[src/rtl/imem_pkg.sv]
// Shared types and constants for the instruction-memory block refill engine.
package imem_pkg;
  localparam int WORD_BITS   = 32;
  localparam int BLOCK_BITS  = 256;
  localparam int OFFSET_BITS = 5;

  typedef enum logic [1:0] {
    IDLE  = 2'd0,
    FETCH = 2'd1,
    DONE  = 2'd2
  } fetch_state_e;

  // Word 0 of a block sits in the most significant slot, matching the cache's word select.
  function automatic int slot_msb(input int words, input int slot);
    return words * WORD_BITS - 1 - WORD_BITS * slot;
  endfunction
endpackage

[src/rtl/imem_block_fetch_if.sv]
// Bundles the cache request, instruction-memory and refill-result signals of the fetch engine.
interface imem_block_fetch_if #(parameter int WORDS = 8);
  import imem_pkg::*;

  logic                         req_valid;
  logic [31:0]                  req_addr;
  logic                         req_ready;
  logic                         mem_req;
  logic [31:0]                  mem_addr;
  logic                         mem_ack;
  logic [WORD_BITS-1:0]         mem_rdata;
  logic [WORDS*WORD_BITS-1:0]   blk_data;
  logic [31:0]                  blk_addr;
  logic                         blk_valid;
  logic                         busy;
  logic                         fetch_err;

  modport master (
    input  req_valid, req_addr, mem_ack, mem_rdata,
    output req_ready, mem_req, mem_addr, blk_data, blk_addr, blk_valid, busy, fetch_err
  );

  modport slave (
    output req_valid, req_addr, mem_ack, mem_rdata,
    input  req_ready, mem_req, mem_addr, blk_data, blk_addr, blk_valid, busy, fetch_err
  );
endinterface

[src/rtl/imem_block_assembler.sv]
// Per-slot staging of fetched words; the whole block is copied to blk_data only on commit.
module imem_block_assembler
  import imem_pkg::*;
#(
  parameter int WORDS = 8
) (
  input  logic                       CLK,
  input  logic                       RESET,
  input  logic [WORDS-1:0]           slot_we,
  input  logic [WORD_BITS-1:0]       wr_data,
  input  logic                       commit,
  output logic [WORDS*WORD_BITS-1:0] blk_data
);

  logic [WORD_BITS-1:0]       slot_q [WORDS];
  logic [WORD_BITS-1:0]       slot_d [WORDS];
  logic [WORDS*WORD_BITS-1:0] blk_q, blk_d, staged;

  always_comb begin
    for (int i = 0; i < WORDS; i++) begin
      slot_d[i] = slot_we[i] ? wr_data : slot_q[i];
    end
  end

  // The commit cycle also carries the last word, so pack from slot_d rather than slot_q.
  always_comb begin
    staged = '0;
    for (int i = 0; i < WORDS; i++) begin
      staged[slot_msb(WORDS, i) -: WORD_BITS] = slot_d[i];
    end
    blk_d = commit ? staged : blk_q;
  end

  always_ff @(posedge CLK) begin
    slot_q <= slot_d;
    if (!RESET) begin
      blk_q <= '0;
    end else begin
      blk_q <= blk_d;
    end
  end

  assign blk_data = blk_q;

endmodule

[src/rtl/imem_block_fetch.sv]
// Block refill engine: fetches WORDS sequential words per miss, with per-word ack timeout.
module imem_block_fetch
  import imem_pkg::*;
#(
  parameter int WORDS       = 8,
  parameter int OFFSET_BITS = 5,
  parameter int TIMEOUT     = 255
) (
  input  logic                CLK,
  input  logic                RESET,
  imem_block_fetch_if.master  bus
);

  localparam int CNT_W  = (WORDS > 1) ? $clog2(WORDS) : 1;
  localparam int WAIT_W = $clog2(TIMEOUT + 1);

  fetch_state_e      state_q, state_d;
  logic [CNT_W-1:0]  count_q, count_d;
  logic [WAIT_W-1:0] wait_q, wait_d;
  logic [31:0]       base_q, base_d;
  logic [31:0]       blk_addr_q, blk_addr_d;
  logic              fetch_err_q, fetch_err_d;
  logic              last_word, timed_out, word_ack;
  logic [WORDS-1:0]  slot_we;

  assign last_word = (count_q == CNT_W'(WORDS - 1));
  assign timed_out = (wait_q == WAIT_W'(TIMEOUT - 1));
  assign word_ack  = (state_q == FETCH) && bus.mem_ack;

  always_ff @(posedge CLK) begin
    if (!RESET) begin
      state_q     <= IDLE;
      count_q     <= '0;
      wait_q      <= '0;
      base_q      <= '0;
      blk_addr_q  <= '0;
      fetch_err_q <= 1'b0;
    end else begin
      state_q     <= state_d;
      count_q     <= count_d;
      wait_q      <= wait_d;
      base_q      <= base_d;
      blk_addr_q  <= blk_addr_d;
      fetch_err_q <= fetch_err_d;
    end
  end

  always_comb begin
    state_d = state_q;
    unique case (state_q)
      IDLE:    if (bus.req_valid) state_d = FETCH;
      FETCH: begin
        if (bus.mem_ack) begin
          if (last_word) state_d = DONE;
        end else if (timed_out) begin
          state_d = IDLE;
        end
      end
      DONE:    state_d = IDLE;
      default: state_d = IDLE;
    endcase
  end

  // Counters, latched base and error pulse.
  always_comb begin
    count_d     = count_q;
    wait_d      = wait_q;
    base_d      = base_q;
    blk_addr_d  = blk_addr_q;
    fetch_err_d = 1'b0;
    case (state_q)
      IDLE: begin
        if (bus.req_valid) begin
          base_d  = bus.req_addr & ~((32'd1 << OFFSET_BITS) - 32'd1);
          count_d = '0;
          wait_d  = '0;
        end
      end
      FETCH: begin
        if (bus.mem_ack) begin
          count_d = count_q + 1'b1;
          wait_d  = '0;
          if (last_word) blk_addr_d = base_q;
        end else if (timed_out) begin
          wait_d      = '0;
          fetch_err_d = 1'b1;
        end else begin
          wait_d = wait_q + 1'b1;
        end
      end
      default: ;
    endcase
  end

  always_comb begin
    slot_we = '0;
    if (word_ack) slot_we[count_q] = 1'b1;
  end

  always_comb begin
    bus.req_ready = (state_q == IDLE);
    bus.busy      = (state_q == FETCH);
    bus.mem_req   = (state_q == FETCH);
    bus.blk_valid = (state_q == DONE);
    bus.mem_addr  = '0;
    if (state_q == FETCH) bus.mem_addr = base_q + 32'({count_q, 2'b00});
  end

  assign bus.blk_addr  = blk_addr_q;
  assign bus.fetch_err = fetch_err_q;

  imem_block_assembler #(.WORDS(WORDS)) u_asm (
    .CLK      (CLK),
    .RESET    (RESET),
    .slot_we  (slot_we),
    .wr_data  (bus.mem_rdata),
    .commit   (word_ack && last_word),
    .blk_data (bus.blk_data)
  );

endmodule

[src/flat_wrapper.sv]
// flat-port wrapper written by rule: the top's interface ports become plain ports
module imem_block_fetch_flat import imem_pkg::*;
#(
  parameter int WORDS       = 8,
  parameter int OFFSET_BITS = 5,
  parameter int TIMEOUT     = 255
)
  (CLK, RESET, bus_req_valid, bus_req_addr, bus_mem_ack, bus_mem_rdata, bus_req_ready, bus_mem_req, bus_mem_addr, bus_blk_data, bus_blk_addr, bus_blk_valid, bus_busy, bus_fetch_err);
  imem_block_fetch_if #(.WORDS(WORDS)) bus_i ();
  input  logic CLK;
  input  logic RESET;
  input wire logic [$bits(bus_i.req_valid)-1:0] bus_req_valid;
  input wire logic [$bits(bus_i.req_addr)-1:0] bus_req_addr;
  input wire logic [$bits(bus_i.mem_ack)-1:0] bus_mem_ack;
  input wire logic [$bits(bus_i.mem_rdata)-1:0] bus_mem_rdata;
  output wire logic [$bits(bus_i.req_ready)-1:0] bus_req_ready;
  output wire logic [$bits(bus_i.mem_req)-1:0] bus_mem_req;
  output wire logic [$bits(bus_i.mem_addr)-1:0] bus_mem_addr;
  output wire logic [$bits(bus_i.blk_data)-1:0] bus_blk_data;
  output wire logic [$bits(bus_i.blk_addr)-1:0] bus_blk_addr;
  output wire logic [$bits(bus_i.blk_valid)-1:0] bus_blk_valid;
  output wire logic [$bits(bus_i.busy)-1:0] bus_busy;
  output wire logic [$bits(bus_i.fetch_err)-1:0] bus_fetch_err;
  assign bus_i.req_valid = bus_req_valid;
  assign bus_i.req_addr = bus_req_addr;
  assign bus_i.mem_ack = bus_mem_ack;
  assign bus_i.mem_rdata = bus_mem_rdata;
  assign bus_req_ready = bus_i.req_ready;
  assign bus_mem_req = bus_i.mem_req;
  assign bus_mem_addr = bus_i.mem_addr;
  assign bus_blk_data = bus_i.blk_data;
  assign bus_blk_addr = bus_i.blk_addr;
  assign bus_blk_valid = bus_i.blk_valid;
  assign bus_busy = bus_i.busy;
  assign bus_fetch_err = bus_i.fetch_err;
  imem_block_fetch #(.WORDS(WORDS), .OFFSET_BITS(OFFSET_BITS), .TIMEOUT(TIMEOUT)) u_core (.CLK(CLK), .RESET(RESET), .bus(bus_i));
endmodule
[config.mk]
export PLATFORM = sky130hd
export DESIGN_NAME = imem_block_fetch_flat
export DESIGN_NICKNAME = d
export VERILOG_FILES = /design/src/rtl/imem_pkg.sv /design/src/rtl/imem_block_fetch_if.sv /design/src/rtl/imem_block_assembler.sv /design/src/rtl/imem_block_fetch.sv /design/src/flat_wrapper.sv
export SDC_FILE = /design/constraint.sdc
export NUM_CORES = 1
export LEC_CHECK = 0
export ABC_AREA = 1
export BUFFER_PORTS_ARGS = -buffer_cell sky130_fd_sc_hd__buf_2
export CAP_MARGIN = 10
export CORE_ASPECT_RATIO = 1.25
export CORE_MARGIN = 2
export CORE_UTILIZATION = 56
export CTS_CLUSTER_SIZE = 30
export DETAILED_ROUTE_END_ITERATION = 10
export PLACE_DENSITY_LB_ADDON = 0.25
export SKIP_LAST_GASP = 1
export SYNTH_ARGS = -nofsm -noshare
export SYNTH_HDL_FRONTEND = slang
export SYNTH_HIERARCHICAL = 1
export SYNTH_SLANG_ARGS = --single-unit
[constraint.sdc]
create_clock -name CLK -period 2.4 [get_ports CLK]
set_clock_uncertainty 0.2 [all_clocks]
set_input_delay 0.48 -clock CLK [delete_from_list [all_inputs] [get_ports CLK]]
set_output_delay 0.48 -clock CLK [all_outputs]
set_load 0.02 [all_outputs]
==> Word-level counts from Yosys, hierarchy flattened <==
Index checks and enable logic that the tools add are counted.
{ "word_totals": {"regBits": 580, "word_cells": 66, "output_inout_bits": 325, "input_bits": 68} }
{ "op_classes": {"muxes": 25, "reduce_logical": 11, "bitwise_logic": 2, "n_lt_le_gt_ge": 2, "addsub": 3, "n_eq_ne": 8} }
{ "ops": {"columns": ["op", "count"], "rows": [
  ["32-bit 2-to-1 mux", 9],
  ["32-bit by 5-bit adder with 32-bit output", 1],
  ["8-bit 2-to-1 mux", 4],
  ["8-bit one-hot mux with 2 select lines", 1],
  ["3-bit AND reduction", 3],
  ["8-bit by 1-bit adder with 8-bit output (second input constant)", 1],
  ["8-bit == test (second input constant)", 1],
  ["2-bit 2-to-1 mux", 4],
  ["3-bit 2-to-1 mux", 2],
  ["3-bit by 2-bit inequality test with 1-bit output (second input constant)", 2],
  ["3-bit one-hot mux with 2 select lines", 1],
  ["3-bit by 4-bit less-than comparator with 1-bit output (second input constant)", 1],
  ["2-bit inequality test (second input constant)", 2],
  ["2-bit one-hot mux with 2 select lines", 1],
  ["2-bit AND reduction", 2],
  ["3-bit by 1-bit adder with 3-bit output (second input constant)", 1],
  ["1-bit demux with 3-bit select", 1],
  ["3-bit == test (second input constant)", 1],
  ["3-bit by 1-bit >= comparator with 1-bit output (second input constant)", 1],
  ["1-bit logical AND", 3],
  ["3-bit OR reduction", 1],
  ["2-bit by 1-bit == test with 1-bit output (second input constant)", 1],
  ["2-bit == test (second input constant)", 1],
  ["2-bit zero test", 1],
  ["3 further kinds", 5]
]} }

==> Longest topological paths before layout <==
Gate-level depths: netlist (run 1).
{ "depth": {"ltp_word": 6, "ltp_mapped": 15, "depth_no_buf": 11} }

==> Cells and area by module <==
The synthesis (run 1) kept the hierarchy.
{ "by_module_without_submodules": {"columns": ["module", "area_per_inst_um2", "instances", "cells_each", "seq_area_each_um2"], "rows": [
  ["imem_block_assembler", 19299.8, 1, 2742, 10249.8],
  ["imem_block_fetch", 2827.7, 1, 384, 1361.3]
]} }

==> Worst setup path before layout (run 1) <==
No wires, ideal clock.
{ "synth_path": {"kind": "flip-flop to flip-flop", "startpoint": "register u_core.count_q[0]", "endpoint": "register u_core.u_asm.blk_q[222] (netlist: u_core/u_asm/blk_data[222])", "required_time_ns": 2.091, "period_less_slack_ns": 2.050, "slack_ns": 0.350, "setup_ns": 0.109, "t_arrival_ns": 1.741, "path_buffers": 4, "stages_incl_launch_ff": 13, "cell_sequence": "dfxtp_1 -> ha_1 -> ha_1 -> nand2_4 -> clkinv_2 -> buf_6 -> buf_4 -> buf_6 -> buf_4 -> nor2_1 -> nor2_1 -> nand2_1 -> inv_1"} }
{ "synth_between": {"elab_chain_len": 6, "word_cells_on_any_way": 9, "classes_between": "order compare (2); eq/ne (1); mux (4); reduce/logical (2)"} }
{ "synth_rtl": {"columns": ["item", "line_no", "text"], "rows": [
  ["start: declaration", "imem_block_fetch.sv:18", "logic [CNT_W-1:0] count_q, count_d;"],
  ["start signal: assignment", "imem_block_fetch.sv:40", "count_q <= count_d;"],
  ["3-bit by 4-bit less-than comparator with 1-bit output (not written as such) / 3-bit by 1-bit >= comparator with 1-bit output (equally long branches)", "imem_block_fetch.sv:97", "if (word_ack) slot_we[count_q] = 1'b1;"],
  ["1-bit logical AND (not written as such)", "imem_block_fetch.sv:97", null],
  ["1-bit 2-to-1 mux (not written as such)", "imem_block_fetch.sv:97", null],
  ["1-bit demux with 3-bit select", null, null],
  ["8-bit 2-to-1 mux", "imem_block_fetch.sv:97", null],
  ["32-bit 2-to-1 mux", "imem_block_assembler.sv:21", "slot_d[i] = slot_we[i] ? wr_data : slot_q[i];"],
  ["end signal: assignment", "imem_block_assembler.sv:39", "blk_q <= blk_d;"],
  ["end: declaration", "imem_block_assembler.sv:17", "logic [WORDS*WORD_BITS-1:0] blk_q, blk_d, staged;"]
]} }
Parallel ways exist; a longest one is shown, timed or not.
A chain may end at the register's enable or synchronous reset.

==> Final worst setup path (run 1) <==
{ "layout_path": {"startpoint": "register u_core.count_q[2]", "endpoint": "output port bus_mem_addr[4]"} }
{ "layout_between": {"elab_chain_len": 2} }
{ "layout_rtl": {"columns": ["item", "line_no", "text"], "rows": [
  ["32-bit by 5-bit adder with 32-bit output", "imem_block_fetch.sv:106", "if (state_q == FETCH) bus.mem_addr = base_q + 32'({count_q, 2'b00});"],
  ["32-bit 2-to-1 mux", "imem_block_fetch.sv:106", null],
  ["end: declaration", "flat_wrapper.sv:18", "output wire logic [$bits(bus_i.mem_addr)-1:0] bus_mem_addr;"]
]} }
No other way between the ends.

==> flow_summary_export.csv, run 1 <==
group,metric,value,unit
outcome,status,"finished clean",
global_routing,antenna_found_initial,0,
drt,vias,20010,
global_routing,grt_pass1_vias,18150,
finish,diodes,0,
place,dp_hpwl,40590,um
min_path,hold_path.class,"in2reg",
place,place_inst,3863,
setup_path,crit_path_cell_trace,"inv_1 > nor2_1 > buf_2",
global_routing,gr-total-overflow,0,
setup_path,cpPeakStageDelay,0.51,ns
pwr,power_leakage,0.01420,uW
timing,tns,0,ns
yosys,syn_avg_cell_area,7.079,sq um
cts,path_clk_slew,0.07,ns
pwr,power.density,785.9,nW/um^2
setup_path,setup.worst_path.class,"reg2out",
yosys,ys_ff_latch,580,
yosys,netlist_top_cells_area,"dfxtp_1 52%, nand2_1 19%, nor2_1 9.5%, nand3_1 5.9%, inv_1 5.2%",
yosys,synthAdderAreaFrac,0.2262,%
yosys,yosysWarnings,6,
floorplan,die_w,181.8,um
drt,postRouteAntennaNets,0,
drt,dr.pass1.iters,6,
yosys,synth_cell_type_count,24,
yosys,synth-edff-count,0,
setup_path,cp-start-kind,"flip-flop",
finish,nNetsFinal,3517,
floorplan,die_area,41130,sq um
timing,hold-worst-slack,0.03763,ns
setup_path,crit_fanout,7,
floorplan,die_y,226.2,um
place,port_buffers,380,
timing,max_slew_margin,63.87,%
yosys,netlist.area_leader.share,52.47,%
timing,worst_pin_slew,0.5407,ns
setup_path,arrival,1.63,ns
cts,h-tree-depth,2,
finish,drive_above_1_share,15.43,%
yosys,synthMuxAreaShare,0,%
cts,cts_tree,"done",
global_routing,grt_util_all_layers,30.26,%
cts,post_cts_buffers,0,
yosys,synth-xor-area-share,0.07916,%
floorplan,rows,81,
timing,fin_ws,0.08742,ns
yosys,synthCells,3126,
drt,drt_iter0_drc,1657,
setup_path,endpoint_kind,"output pin",
drt,drc_errors,0,
timing,final_hold_viol_count,0,
timing,period_share,96.36,%
drt,viasPerCell,5.023,
timing,max_freq,432.4,MHz
yosys,syn_area,22130,sq um
floorplan,ios,393,
drt,detail_route.wl_per_cell,16.10,um
floorplan,core,39020,sq um
setup_path,cp.required,1.72,ns
timing,fin_crit,2.313,ns
timing,drv_slew,0,
yosys,synth_common_cells,"1099 x nand2_1, 580 x dfxtp_1, 559 x nor2_1",
place,place.gp.congestion,0.8164,
drt,drt_wl_total,64130,um
yosys,synthArstFlopShare,0,%
cts,cts_buffers,54,
yosys,yosysMostFrequentCell,"nand2_1",
cts,root_buffer,"clkbuf_16",
yosys,synth-compound-area-share,2.115,%
finish,syn2layout_area_growth,18.54,%
setup_path,slowest_stage,"dfxtp_1",
cts,clk_latency,0.58,ns
yosys,yosys.area.top_type,"dfxtp_1",
flow_run,cap_violations,0,
global_routing,grt_pass1_wl,96530,um
timing,setup_viol,0,
finish,utilization,67.22,%
yosys,ys.flop_type,"dfxtp_1",
pwr,peakVddDrop,0.6080,mV
yosys,synth_top_family_by_area,"simple AND/OR/NAND/NOR gates",
finish,layout.cells.non_filler,3984,
floorplan,initial_utilization,56.71,%
cts,clock_sinks,580,
yosys,synth-simple-area-share,34.50,%
yosys,ys_seq_area_share,52.47,%
cts,cts_max_path_buffers,3,
place,dpl_worst_slack,0.1984,ns
timing,rsz0062_at_grt,"no",
global_routing,grt_start_max_net_pins,67,
-- critical path: cells and delay by family (launching register included) --
kind	cells	cell delay (ns)
buf+inv	2	0.40
flops	1	0.51
simple gates	1	0.16
-- layout make-up --
class                      instances  area [sq um]
timing repair buffer             459          2771
clock inverter                    18         196.4
multi-input combinational       2040          8248
tap                              498         623.1
sequential                       580         11610
fill                            3275         12790
inverter                         310          1187
clock buffer                      79          1589
-- final timing paths --
path / from / end / slack, ns / depth (start not counted)
setup / recovery: u_core/count_q[2] / bus_mem_addr[4] / 0.09 / 3
hold reg to reg: u_core/u_asm/slot_q[32] / u_core/u_asm/slot_q[32] / 0.24 / 2
hold / removal: bus_req_addr[18] / u_core/base_q[18] / 0.04 / 3
setup reg to reg: u_core/count_q[0] / u_core/u_asm/blk_data[241] / 0.16 / 9
-- metal layers --
layer / GRT usage (%) / vias to the layer above / share of wire, %
li1: - / 10030 / -
met1: 34.69 / 9074 / 38
met2: 54.91 / 793 / 50
met3: 6.015 / 118 / 7.8
met4: 12.64 / 0 / 4.0
met5: 0 / - / 0
-- logic make-up after synthesis --
family	after synthesis
DFF	580
other	1
adders and majority gates	4
and+or+nand+nor	1934
xor gates and xnor gates	2
buffers and inverters	512
AOI/OAI and AO/OA	93
-- registers in the layout, summed over array words and instances (netlist names) --
name,cells
u_core/base_q,27
u_core/bus.blk_addr,27
u_core/bus.fetch_err,1
u_core/count_q,3
u_core/state_q,2
u_core/u_asm/blk_data,256
u_core/u_asm/slot_q,256
u_core/wait_q,8
-- per-stage QoR --
step	cell area [sq um]	power (uW)
2_1_floorplan	22150	11690
3_3_place_gp	24190	12050
3_5_place_dp	24190	12150
4_1_cts	26220	20700
5_1_grt	26230	21320
6_report	26230	20610
-- cells in the final DEF, fill, tap and decap left out, drive strengths merged --
cell | synthesis | final
nand2 | 1102 | 1102
clkinv | 1 | 13
nand3 | 261 | 261
a21oi | 60 | 60
nand4 | 2 | 2
nor2 | 559 | 559
clkbuf | 15 | 79
bufinv | 0 | 4
dfxtp | 580 | 580
ha | 4 | 4
conb | 1 | 7
xnor2 | 2 | 2
inv | 309 | 311
buf | 187 | 435
nor4 | 9 | 9
or2 | 1 | 1
o211ai | 1 | 1
o21ai | 32 | 32
dlygate4sd3 | 0 | 24
-- repair_timing --
item                       in CTS  in global routing
gates cloned                    0                  0
gates resized for setup         2                  2
hold endpoints to repair       24                  0
hold buffers                   24                  0
setup endpoints to repair       2                  1
-- where the power goes --
| part | switching (uW) | internal, uW | total, uW |
|---|---|---|---|
| sequential | 213 | 10400 | 10600 |
| clock | 3590 | 5010 | 8610 |
| combinational | 999 | 432 | 1430 |
| total | 4810 | 15800 | 20600 |
Note: power is estimated with default switching activity, not from simulation.
==> run 2, diff against run 1 <==
CORE_UTILIZATION = 50   (was 56)
clock period = 1.9 ns   (was 2.4 ns; I/O delays follow)
==> run 2 against run 1 <==
Against the previous run:
- the run now ends with negative setup slack left
- final area grew 18%
- clock power rose by 34%
- non-clock buffer count is 142 higher
- largest cell class unchanged
==> flow_summary_export.csv, run 2 (synthesis gave the netlist of run 1 again) <==
group,metric,value,unit
outcome,status,"finished, violations left",
outcome,violations,"negative setup slack",
cts,h-tree-depth,2,
finish,drive_above_1_share,26.55,%
finish,syn2layout_area_growth,39.62,%
timing,rsz0062_at_grt,"yes",
setup_path,crit_fanout,8,
floorplan,ios,393,
setup_path,arrival,2.52,ns
drt,drt_iter0_drc,2033,
global_routing,grt_start_max_net_pins,58,
place,dp_hpwl,42430,um
global_routing,grt_pass1_vias,19310,
drt,dr.pass1.iters,6,
global_routing,grt_pass1_wl,106200,um
drt,detail_route.wl_per_cell,19.28,um
cts,clock_sinks,580,
drt,drc_errors,0,
place,dpl_cell_area,24690,sq um
setup_path,setup.worst_path.class,"reg2reg",
floorplan,die_area,45960,sq um
floorplan,initial_utilization,50.40,%
pwr,power_leakage,0.01594,uW
finish,final_cell_mix,"948 x nand2_1, 575 x dfxtp_1, 516 x nor2_1, 351 x buf_2, 296 x inv_1",
finish,layout_commonest_cell,"nand2_1",
timing,period_share,116.5,%
timing,fin_crit,2.213,ns
global_routing,grt_util_all_layers,30.33,%
pwr,fin_total_pwr,27200,uW
cts,cts_max_path_buffers,3,
cts,clk_latency,0.61,ns
timing,drv_slew,0,
timing,final_hold_viol_count,0,
flow_run,cap_violations,0,
drt,postRouteAntennaNets,0,
cts,cts_tree,"done",
place,dpl_worst_slack,-0.1437,ns
floorplan,core,43900,sq um
finish,design_area,30890,sq um
setup_path,endpoint_kind,"flip-flop",
drt,drt_wl_total,81200,um
timing,worst_pin_slew,0.5976,ns
drt,viasPerCell,5.274,
finish,n_fill_cell,3265,
timing,fin_ws,-0.3133,ns
global_routing,gr-total-overflow,0,
min_path,hold_path.class,"in2reg",
floorplan,rows,86,
timing,max_slew_margin,60.16,%
global_routing,antenna_found_initial,0,
pwr,power.density,880.5,nW/um^2
timing,hold-worst-slack,0.03553,ns
cts,cts_buffers,54,
place,place.gp.congestion,0.8358,
pwr,peakVddDrop,0.7720,mV
cts,path_clk_slew,0.06,ns
floorplan,die_y,239.2,um
drt,vias,22210,
cts,root_buffer,"clkbuf_16",
setup_path,cp.required,2.21,ns
timing,max_freq,451.8,MHz
finish,nNetsFinal,3668,
timing,tns,-67.38,ns
floorplan,die_w,192.2,um
place,port_buffers,380,
setup_path,cp-start-kind,"flip-flop",
timing,setup_viol,497,
## run 2: changes by cell type in the layout (fill, tap and decap cells not counted), sizes merged
cell / before / now
clkinvlp: 0 / 8
bufinv: 4 / 6
dlygate4sd3: 24 / 34
buf: 435 / 532
diode: 0 / 1
clkbuf: 79 / 114
## run 2: through the flow
| stage | instances | util (%) |
|---|---|---|
| floorplan | 3132 | - |
| global placement | 3964 | 56.23 |
| detailed placement | 3964 | 56.23 |
| CTS | 4146 | 64.62 |
| global route | 4210 | 70.37 |
| finish | 4211 | 70.37 |
## run 2: power breakdown
part | leakage [uW] | switching [uW] | internal, uW
Sequential | 0.00471 | 355 | 13100
Clock | 0.000891 | 4830 | 6630
Combinational | 0.0103 | 1510 | 797
Total | 0.0159 | 6690 | 20500
## run 2: area by class of cell
class                      instances  area [sq um]  share of cell area [%]
multi-input combinational       2040          9689                   31.36
antenna                            1         2.502                0.008100
inverter                         310          1235                   3.997
timing repair buffer             601          5572                   18.03
timing repair inverter             9         198.9                  0.6439
tap                              572         715.7                   2.317
clock buffer                      79          1589                   5.143
clock inverter                    19         275.3                  0.8910
sequential                       580         11620                   37.60
## run 2: repair_timing
item / in CTS / in global routing
pin swaps: 27 / 109
hold endpoints to repair: 39 / 1
gates cloned: 23 / 45
hold buffers: 33 / 1
resized for setup: 167 / 406
setup endpoints to repair: 251 / 519
buffers inserted: 28 / 30
## run 2: routing by layer
layer	track usage (%)	part of all wire [%]
met5	0	0
met4	16.86	7.4
met3	6.520	10
met2	51.43	47
met1	35.46	36
## run 2: final timing paths
kind / from / to / slack [ns] / cells after the start
max: u_core/state_q[1] / u_core/u_asm/blk_data[78] / -0.31 / 15
min: bus_mem_rdata[3] / u_core/u_asm/slot_q[195] / 0.04 / 3
max reg2reg: u_core/state_q[1] / u_core/u_asm/blk_data[78] / -0.31 / 15
min reg2reg: u_core/u_asm/slot_q[248] / u_core/u_asm/slot_q[248] / 0.24 / 2
## run 2: critical path, cell delays in order (launching register included)
cell,delay (ns)
dfxtp_2,0.33
inv_2,0.08
nand2_4,0.07
inv_4,0.08
nand2_8,0.05
buf_4,0.14
buf_6,0.11
nor4_4,0.11
buf_4,0.18
clkinvlp_4,0.12
buf_12,0.15
clkbuf_16,0.17
nand2_1,0.10
nand3_1,0.08
nand2_1,0.09
inv_1,0.05
==> run 3, diff against run 2 <==
BUFFER_PORTS_ARGS = -buffer_cell sky130_fd_sc_hd__buf_4   (was -buffer_cell sky130_fd_sc_hd__buf_2)
CAP_MARGIN = unset   (was 10)
CELL_PAD_IN_SITES_DETAIL_PLACEMENT = 1   (was unset)
CELL_PAD_IN_SITES_GLOBAL_PLACEMENT = 2   (was unset)
CORE_UTILIZATION = 28   (was 50)
==> run 3 against run 2 <==
Against the previous run:
- the run still ends with negative setup slack left
- global-route usage fell by 9.0 points
- utilization shrank 29 points
- wire length grew 15%
- largest power group unchanged
==> flow_summary_export.csv, run 3 (synthesis gave the netlist of run 1 again) <==
group,metric,value,unit
outcome,status,"finished, violations left",
outcome,violations,"negative setup slack",
floorplan,core,78420,sq um
drt,viasPerCell,4.497,
cts,root_buffer,"clkbuf_16",
drt,drt_iter0_drc,949,
place,dp_hpwl,57030,um
drt,detail_route.wl_per_cell,19.52,um
floorplan,die_area,81310,sq um
finish,multi_input_area,9101,sq um
finish,design_area,32180,sq um
cts,h-tree-depth,3,
pwr,fin_total_pwr,28670,uW
cts,cts_buffers,68,
setup_path,arrival,2.47,ns
place,dpl_worst_slack,-0.2069,ns
drt,dr.pass1.iters,5,
drt,drt_wl_total,93330,um
drt,vias,21500,
setup_path,setup.worst_path.class,"reg2reg",
drt,drc_errors,0,
cts,cts_max_path_buffers,3,
setup_path,crit_fanout,14,
place,port_buffers,380,
setup_path,crit_start,"u_core/count_q[1]",
cts,cts_tree,"done",
floorplan,ios,393,
setup_path,endpoint,"u_core/u_asm/blk_data[30]",
global_routing,grt_pass1_vias,22050,
finish,layout_commonest_cell,"nand2_1",
cts,clock_sinks,580,
timing,final_hold_viol_count,0,
place,dpl_cell_area,26930,sq um
finish,layout.cells.non_filler,4780,
min_path,min_path_cells,4,
cts,path_clk_slew,0.05,ns
timing,period_share,112.1,%
finish,final_cell_mix,"1005 x nand2_1, 575 x dfxtp_1, 528 x nor2_1, 497 x buf_4, 298 x inv_1",
drt,postRouteAntennaNets,0,
finish,n_fill_cell,9470,
timing,rsz0062_at_grt,"yes",
min_path,hold_path.class,"in2reg",
global_routing,gr-total-overflow,0,
timing,fin_ws,-0.2299,ns
finish,syn2layout_area_growth,45.45,%
setup_path,r2r_cells,12,
pwr,power_leakage,0.01602,uW
timing,max_freq,469.5,MHz
global_routing,antenna_found_initial,3,
pwr,power.density,890.8,nW/um^2
flow_run,cap_violations,0,
min_path,min-delay-start,"RESET",
place,place_inst,4527,
place,place.gp.congestion,0.7860,
cts,clk_latency,0.61,ns
setup_path,r2r-start,"u_core/count_q[1]",
finish,nNetsFinal,3754,
timing,setup_viol,430,
setup_path,r2r_setup_slack,-0.23,ns
setup_path,cp-start-kind,"flip-flop",
global_routing,grt_start_max_net_pins,61,
global_routing,grt_pass1_wl,132200,um
floorplan,die_w,255.4,um
global_routing,grt_util_all_layers,21.35,%
floorplan,initial_utilization,28.22,%
timing,tns,-43.53,ns
setup_path,cp.required,2.24,ns
timing,drv_slew,0,
timing,fin_crit,2.130,ns
pwr,peakVddDrop,0.4924,mV
setup_path,endpoint_kind,"flip-flop",
floorplan,rows,115,
finish,regArea,11620,sq um
finish,drive_above_1_share,24.26,%
floorplan,die_y,318.3,um
setup_path,regToRegEndpoint,"u_core/u_asm/blk_data[30]",
-- run 3: stage by stage --
step | hold slack [ns] | utilization, %
3_5_place_dp | 0.2316 | 34.34
2_1_floorplan | 0.2144 | -
4_1_cts | 0.01373 | 39.05
5_1_grt | 0.05166 | 41.04
3_3_place_gp | 0.2230 | 34.34
6_report | 0.04625 | 41.04
-- run 3: what timing repair did --
item / CTS / global route
pin swaps: 15 / 40
resized for setup: 88 / 242
cloned: 15 / 30
endpoints found under the hold margin: 249 / 0
hold buffers: 61 / 0
setup endpoints to repair: 328 / 559
buffers inserted: 20 / 15
-- run 3: worst max-delay path, cell delays in order, from the launching register on --
cell and delay [ns]:
dfxtp_4 0.37, buf_4 0.12, ha_2 0.18, ha_4 0.17, nand2_8 0.07, buf_12 0.15, buf_12 0.14, inv_16 0.16
clkbuf_16 0.21, nor2_1 0.06, nor2_1 0.12, nand2_1 0.07, inv_1 0.04
-- run 3: worst min-delay path by stage --
stage	slack, ns	endpoint
after floorplan	0.21	u_core/u_asm/slot_q[0]
after CTS	0.01	u_core/state_q[0]
after global placement	0.22	u_core/u_asm/slot_q[16]
final	0.05	u_core/state_q[0]
after detailed placement	0.23	u_core/u_asm/slot_q[97]
after global routing	0.05	u_core/state_q[0]
-- run 3: cell type report --
cell class,count,area share (%)
Antenna cell,1,0.007775
Clock buffer,106,6.341
Clock inverter,8,0.2099
Inverter,310,3.821
Multi-Input combinational cell,2040,28.28
Sequential cell,580,36.10
Tap cell,1053,4.094
Timing Repair Buffer,676,20.72
Timing Repair inverter,6,0.4276
-- run 3: metal layers --
layer / track usage, % / share of wire [%] / vias up
li1: - / - / 10510
met1: 23.89 / 40 / 10430
met2: 39.51 / 52 / 456
met3: 4.919 / 5.7 / 104
met4: 7.033 / 2.6 / 0
met5: 0 / 0 / -
-- run 3: where the power goes --
group	internal (uW)	switching, uW
Combinational	1040	1500
Sequential	13100	327
Clock	7470	5240
